===== src/rtl/dmem_wbuf_responder.sv =====
// rtl/dmem_wbuf_responder.sv - data-memory responder with posted write buffer and read forwarding (option: DMEM_RANGE_CHECK_EN)
module dmem_wbuf_responder #(
    parameter int MEM_DEPTH  = 128,
    parameter int WBUF_DEPTH = 4
) (
    input  logic        clk,
    input  logic        rst,
    input  logic        req_valid,
    input  logic        req_write,
    input  logic [15:0] req_addr,
    input  logic [15:0] req_wdata,
    output logic        req_ready,
    output logic        resp_valid,
    output logic [15:0] resp_rdata,
    output logic        wbuf_empty
`ifdef DMEM_RANGE_CHECK_EN
    ,
    output logic        addr_err
`endif
);

    localparam int AW = $clog2(MEM_DEPTH);
    localparam int PW = $clog2(WBUF_DEPTH);
    localparam int CW = PW + 1;
    localparam logic [CW-1:0] FULL_COUNT = CW'(WBUF_DEPTH);

    logic [15:0]   mem     [MEM_DEPTH];
    logic [AW-1:0] wb_idx  [WBUF_DEPTH];
    logic [15:0]   wb_data [WBUF_DEPTH];

    logic [PW-1:0] head, tail, slot;
    logic [CW-1:0] count;
    logic [AW-1:0] idx;
    logic          accept, push, pop, in_range, fwd_hit;
    logic [15:0]   fwd_data;

    assign idx        = req_addr[AW-1:0];
    assign req_ready  = (count != FULL_COUNT);
    assign wbuf_empty = (count == '0);
    assign accept     = req_valid && req_ready;

`ifdef DMEM_RANGE_CHECK_EN
    localparam logic [16:0] ADDR_LIMIT = 17'(MEM_DEPTH);
    assign in_range = ({1'b0, req_addr} < ADDR_LIMIT);
`else
    logic unused_addr_hi;
    assign unused_addr_hi = ^req_addr[15:AW];
    assign in_range       = 1'b1;
`endif

    assign push = accept && req_write && in_range;
    // Drain only on cycles with no accepted request, so push and pop never coincide.
    assign pop  = !accept && (count != '0);

    // Walk oldest to youngest so the last hit is the youngest matching store.
    always_comb begin
        fwd_hit  = 1'b0;
        fwd_data = '0;
        slot     = '0;
        for (int i = 0; i < WBUF_DEPTH; i++) begin
            slot = head + PW'(i);
            if ((CW'(i) < count) && (wb_idx[slot] == idx)) begin
                fwd_hit  = 1'b1;
                fwd_data = wb_data[slot];
            end
        end
    end

    always_ff @(posedge clk) begin
        if (push) begin
            wb_idx[tail]  <= idx;
            wb_data[tail] <= req_wdata;
        end
    end

    always_ff @(posedge clk) begin
        if (pop) begin
            mem[wb_idx[head]] <= wb_data[head];
        end
    end

    always_ff @(posedge clk or negedge rst) begin
        if (!rst) begin
            head       <= '0;
            tail       <= '0;
            count      <= '0;
            resp_valid <= 1'b0;
            resp_rdata <= '0;
`ifdef DMEM_RANGE_CHECK_EN
            addr_err   <= 1'b0;
`endif
        end else begin
            resp_valid <= accept && !req_write;
            if (accept && !req_write) begin
                resp_rdata <= !in_range ? 16'h0000 : (fwd_hit ? fwd_data : mem[idx]);
            end
`ifdef DMEM_RANGE_CHECK_EN
            addr_err <= accept && !in_range;
`endif
            if (push) begin
                tail  <= tail + 1'b1;
                count <= count + 1'b1;
            end else if (pop) begin
                head  <= head + 1'b1;
                count <= count - 1'b1;
            end
        end
    end

endmodule

===== config.mk =====
export PLATFORM = sky130hd
export DESIGN_NAME = dmem_wbuf_responder
export DESIGN_NICKNAME = d
export VERILOG_FILES = /design/src/rtl/dmem_wbuf_responder.sv
export SDC_FILE = /design/constraint.sdc
export NUM_CORES = 2
export LEC_CHECK = 0
export BUFFER_PORTS_ARGS = -buffer_cell sky130_fd_sc_hd__buf_2
export CORE_MARGIN = 2
export CORE_UTILIZATION = 30
export CTS_BUF_LIST = sky130_fd_sc_hd__clkbuf_8
export CTS_CLUSTER_DIAMETER = 200
export DETAILED_ROUTE_END_ITERATION = 10
export MAX_ROUTING_LAYER = met4
export SETUP_SLACK_MARGIN = 0.3
export SYNTH_ARGS = -nofsm -noshare
export SYNTH_HDL_FRONTEND = slang
export SYNTH_SLANG_ARGS = --single-unit

===== constraint.sdc =====
create_clock -name clk -period 19.3 [get_ports clk]
set_input_delay 3.86 -clock clk [delete_from_list [all_inputs] [get_ports clk]]
set_output_delay 3.86 -clock clk [all_outputs]
set_load 0.01 [all_outputs]

==> tab_implementation.tex <==
\begin{tabular}{lr}
\hline
Metric & Value \\
\hline
\multicolumn{2}{l}{\textbf{Clock network}} \\
\quad Clock tree from TritonCTS & yes \\
\quad Clock sink count & 2164 \\
\quad Total CTS buffers & about 350 \\
\quad Clock Root Buffer & sky130\_fd\_sc\_hd\_\_clkbuf\_8 \\
\quad Number of cells upsized or downsized after cts & 0 \\
\quad Total setup buffers inserted after CTS & 0 \\
\quad Number of buffers inserted by hold repair at cts & 0 \\
\quad Number of H-tree levels & 5 \\
\quad Clk Latency, worst-skew pair & approximately 1.1 ns \\
\quad Number of buffers on the longest clock path & 4 \\
\quad Clk slew on worst S/H paths & 0.06 ns \\
\multicolumn{2}{l}{\textbf{Critical path}} \\
\quad Worst Setup Path Type & in -> reg \\
\quad Critical Path Start & req\_addr[0] \\
\quad CP Capture Type & flip-flop \\
\quad Required time worst endpoint & 20.27 ns \\
\quad Type of element launching the critical path & input pin \\
\quad CP max FO & 60 \\
\quad Arr. time, crit path & about 9.6 ns \\
\quad Worst R2R Start & head[1]\$\_DFFE\_PN0P\_ \\
\multicolumn{2}{l}{\textbf{Synthesis}} \\
\quad Count of yosys warnings during synthesis & 0 \\
\quad Main area contributors after synthesis & sky130\_fd\_sc\_hd\_\_edfxtp\_1 (74\%), sky130\_fd\_sc\_hd\_\_mux4\_2 (10\%), sky130\_fd\_sc\_hd\_\_mux2i\_1 (4.2\%) \\
\quad Fraction of registers with async set/reset & 0.0111 \\
\quad Predominant post-synthesis flop cell & sky130\_fd\_sc\_hd\_\_edfxtp\_1 \\
\quad Post-synthesis instance total & 4481 \\
\quad Syn nets & roughly 4500 \\
\quad Portion of synthesized cell area occupied by the leading cell type & 0.743 \\
\quad Count of different cell masters after synthesis & 72 \\
\quad Post-Syn Area per Cell & slightly below 20 um2 \\
\quad Most area-hungry cell type in the Yosys netlist & sky130\_fd\_sc\_hd\_\_edfxtp\_1 \\
\quad Fraction of the yosys area taken by sequential cells & 0.750 \\
\quad Mapped Area & approximately 86000 um2 \\
\quad Yosys reg bits & 2164 \\
\quad EDFF count, synth & approximately 2100 \\
\multicolumn{2}{l}{\textbf{Finish}} \\
\quad Final instance count without filler cells & approximately 8800 \\
\quad Net count reported at finish & just under 5000 \\
\quad Number of filler cells placed in the layout & between 20000 and 30000 \\
\quad Post-Route Utilization & 0.342 \\
\quad Total area of multi-input combinational cells & between 20000 and 25000 um2 \\
\quad Area growth from synthesis to final layout & 13.6\% \\
\quad Fraction of layout cells with a size suffix above 1 & 0.226 \\
\quad Reg area & between 60000 and 70000 um2 \\
\multicolumn{2}{l}{\textbf{Die}} \\
\quad Starting Density & 0.301 \\
\quad Die Footprint & about 290000 um2 \\
\quad Chip width & 541 um \\
\quad Area inside the core boundary & 287000 um2 \\
\quad \# rows & approximately 200 \\
\quad Boundary pin count & 55 \\
\quad Die boundary height & 541 um \\
\multicolumn{2}{l}{\textbf{Drt}} \\
\quad Average vias per placed instance & 5.21 \\
\quad Number of nets with antenna violations after routing & 0 \\
\quad DRT Pass-1 Iters & 8 \\
\quad DRT Wirelength & approximately 220000 um \\
\quad Vias after detailed routing & about 46000 \\
\quad Residual DRC & 0 \\
\quad Starting DRC count in detailed routing & slightly above 5000 \\
\quad Mean routed wirelength per cell & $\sim$25 um \\
\multicolumn{2}{l}{\textbf{Timing}} \\
\quad Worst Max-Slew Pin Slew & approximately 1.3 ns \\
\quad Setup repair after global routing missed its margin & false \\
\quad Pins Over Slew Limit & 0 \\
\quad Total of endpoints with negative setup slack in the final report & 0 \\
\quad Setup tns final & 0 ns \\
\quad F\_max & 116 MHz \\
\quad Final critical delay including setup and external delays & 8.62 ns \\
\quad Worst slack on hold paths & approximately 0.62 ns \\
\quad Final clock skew & between 0.07 and 0.08 ns \\
\quad Slew margin rel. & 0.145 \\
\quad Period utilization & 0.447 \\
\quad Number of endpoints with negative hold slack in the final report & 0 \\
\multicolumn{2}{l}{\textbf{GRT}} \\
\quad First-pass GRT wire length & approximately 320000 um \\
\quad Total congestion overflow after global routing & 0 \\
\quad Pin count of the biggest net entering global routing & 115 \\
\quad Initial antenna violation count & 13 \\
\quad Via count of the first global-routing pass & approximately 46000 \\
\quad Global-route usage over all layers & 0.155 \\
\multicolumn{2}{l}{\textbf{Pwr}} \\
\quad Leak pwr & 31.2 nW \\
\quad Cell Pwr Density & around 120 nW/um2 \\
\quad Pwr Total & 0.0120 W \\
\quad Max rail drop VDD & 118 uV \\
\multicolumn{2}{l}{\textbf{Worst hold path}} \\
\quad Startpoint of the tightest hold check path & count[0]\$\_DFFE\_PN0P\_ \\
\quad Hold WC Path Type & reg -> reg \\
\multicolumn{2}{l}{\textbf{Place}} \\
\quad Number of buffers inserted by port buffering & 45 \\
\quad Number of placed instances, taps included & between 8000 and 9000 \\
\quad Routability congestion estimate & roughly 0.85 \\
\quad Dpl hpwl & around 130000 um \\
\multicolumn{2}{l}{\textbf{Run}} \\
\quad Number of max-cap violations & 0 \\
\multicolumn{2}{l}{\textbf{Run status}} \\
\quad Run status & completed \\
\hline
\end{tabular}
-- state kept, by name, indices dropped and copies added (netlist names) --
name / count
head: 2
wb_idx: 28
wb_data: 64
tail: 2
count: 3
resp_valid: 1
resp_rdata: 16
mem: 2048
-- layout make-up --
class | instances | share of cell area
Inverter | 28 | 0.00115
Timing Repair Buffer | 255 | 0.0194
Tap cell | 3781 | 0.0482
Clock inverter | 232 | 0.0114
Clock buffer | 360 | 0.0504
Sequential cell | 2164 | 0.660
Antenna cell | 6 | 0.000153
Multi-Input combinational cell | 2008 | 0.209
-- cells by family after synthesis --
group	Yosys count	share of synthesized area
muxes	778	0.148
xor gates and xnor gates	40	0.00414
buffers and inverters	309	0.0156
DFF	2164	0.750
AOI/OAI and AO/OA	686	0.0555
adders and majority gates	8	0.00116
and+or+nand+nor	496	0.0260
-- Yosys cell counts (10+ instances only) --
cell type / n
sky130_fd_sc_hd__a211oi_1: 40
sky130_fd_sc_hd__a22oi_1: 31
sky130_fd_sc_hd__nor4_1: 10
sky130_fd_sc_hd__inv_1: 23
sky130_fd_sc_hd__a2111oi_0: 19
sky130_fd_sc_hd__buf_2: 86
sky130_fd_sc_hd__a31oi_1: 39
sky130_fd_sc_hd__o211a_1: 10
sky130_fd_sc_hd__nor3_1: 69
sky130_fd_sc_hd__and2_1: 12
sky130_fd_sc_hd__mux2i_1: 363
sky130_fd_sc_hd__edfxtp_1: 2140
sky130_fd_sc_hd__o21ai_0: 73
sky130_fd_sc_hd__clkbuf_1: 145
sky130_fd_sc_hd__nor2b_1: 23
sky130_fd_sc_hd__mux2_2: 19
sky130_fd_sc_hd__buf_4: 13
sky130_fd_sc_hd__nand2_1: 99
sky130_fd_sc_hd__o221ai_1: 166
sky130_fd_sc_hd__nand3_1: 23
sky130_fd_sc_hd__a21oi_1: 160
sky130_fd_sc_hd__nand4_1: 15
sky130_fd_sc_hd__mux4_2: 396
sky130_fd_sc_hd__xnor2_1: 35
sky130_fd_sc_hd__buf_1: 33
sky130_fd_sc_hd__o22ai_1: 76
sky130_fd_sc_hd__nor2_1: 213
sky130_fd_sc_hd__dfrtp_1: 24
-- worst max-delay path, stage by stage --
cell and delay (ns):
sky130_fd_sc_hd__buf_8 0.49, sky130_fd_sc_hd__buf_4 0.67, sky130_fd_sc_hd__buf_4 0.70, sky130_fd_sc_hd__buf_4 0.65, sky130_fd_sc_hd__mux2i_1 0.17, sky130_fd_sc_hd__o221ai_1 0.39
sky130_fd_sc_hd__o22ai_1 0.14, sky130_fd_sc_hd__o21ai_0 0.62, sky130_fd_sc_hd__nand4_1 0.72, sky130_fd_sc_hd__a21oi_1 0.70, sky130_fd_sc_hd__a31oi_1 0.16, sky130_fd_sc_hd__o31ai_1 0.11
-- worst paths after layout --
check | slack, ns | endpoint | cells past startpoint
setup / recovery | 10.68 | resp_rdata[15]$_DFFE_PN0P_ | 12
hold / removal | 0.62 | count[0]$_DFFE_PN0P_ | 1
setup reg to reg | 14.61 | mem[63][4]$_DFFE_PP_ | 6
hold reg to reg | 0.62 | count[0]$_DFFE_PN0P_ | 1
max in group asynchronous | 15.93 | head[0]$_DFFE_PN0P_ | 1
min in group asynchronous | 2.84 | tail[0]$_DFFE_PN0P_ | 1
-- power breakdown --
part	leakage, nW	total (W)	switching, W	internal [W]
Sequential	19.4	0.00633	0.000118	0.00621
Combinational	8.20	0.00214	0.00165	0.000493
Clock	3.52	0.00355	0.00174	0.00181
Total	31.2	0.0120	0.00351	0.00852
-- layer usage --
metal  part of all wire  global-route usage
met1               0.41               0.199
met2               0.49               0.247
met3              0.076              0.0312
met4              0.026              0.0475
met5                  0                   -
-- cells in the final DEF (no fill, tap or decap), types with 7 or more instances in the layout --
| master | count |
|---|---|
| sky130_fd_sc_hd__edfxtp_1 | 2140 |
| sky130_fd_sc_hd__a31o_1 | 8 |
| sky130_fd_sc_hd__nor3_1 | 69 |
| sky130_fd_sc_hd__a21oi_4 | 15 |
| sky130_fd_sc_hd__nor2b_1 | 23 |
| sky130_fd_sc_hd__a22oi_1 | 31 |
| sky130_fd_sc_hd__a31oi_1 | 39 |
| sky130_fd_sc_hd__o211ai_1 | 8 |
| sky130_fd_sc_hd__inv_1 | 130 |
| sky130_fd_sc_hd__o21ai_0 | 73 |
| sky130_fd_sc_hd__nor4_1 | 10 |
| sky130_fd_sc_hd__nand4_1 | 15 |
| sky130_fd_sc_hd__o211a_1 | 10 |
| sky130_fd_sc_hd__o31ai_2 | 7 |
| sky130_fd_sc_hd__buf_2 | 41 |
| sky130_fd_sc_hd__nand2_1 | 98 |
| sky130_fd_sc_hd__buf_4 | 204 |
| sky130_fd_sc_hd__mux2i_1 | 363 |
| sky130_fd_sc_hd__nand3_1 | 23 |
| sky130_fd_sc_hd__o221ai_1 | 166 |
| sky130_fd_sc_hd__a211oi_1 | 39 |
| sky130_fd_sc_hd__bufinv_16 | 7 |
| sky130_fd_sc_hd__clkbuf_8 | 360 |
| sky130_fd_sc_hd__dfrtp_1 | 22 |
| sky130_fd_sc_hd__ha_1 | 8 |
| sky130_fd_sc_hd__mux2_2 | 19 |
| sky130_fd_sc_hd__and2_1 | 8 |
| sky130_fd_sc_hd__mux4_2 | 396 |
| sky130_fd_sc_hd__xnor2_1 | 35 |
| sky130_fd_sc_hd__nor2_1 | 200 |
| sky130_fd_sc_hd__nor2_2 | 14 |
| sky130_fd_sc_hd__a21oi_1 | 145 |
| sky130_fd_sc_hd__clkinv_1 | 81 |
| sky130_fd_sc_hd__o22ai_1 | 76 |
| sky130_fd_sc_hd__clkinv_2 | 31 |
| sky130_fd_sc_hd__a2111oi_0 | 19 |
-- metrics by stage --
| stage | cell area (um2) | setup WS (ns) |
|---|---|---|
| after floorplan | 86500 | 11.04 |
| after global placement | 92100 | 9.48 |
| after detailed placement | 92100 | 9.47 |
| after CTS | 98200 | 10.62 |
| after global routing | 98200 | 10.35 |
| final | 98200 | 10.68 |
(Power assumes the default switching activity.)
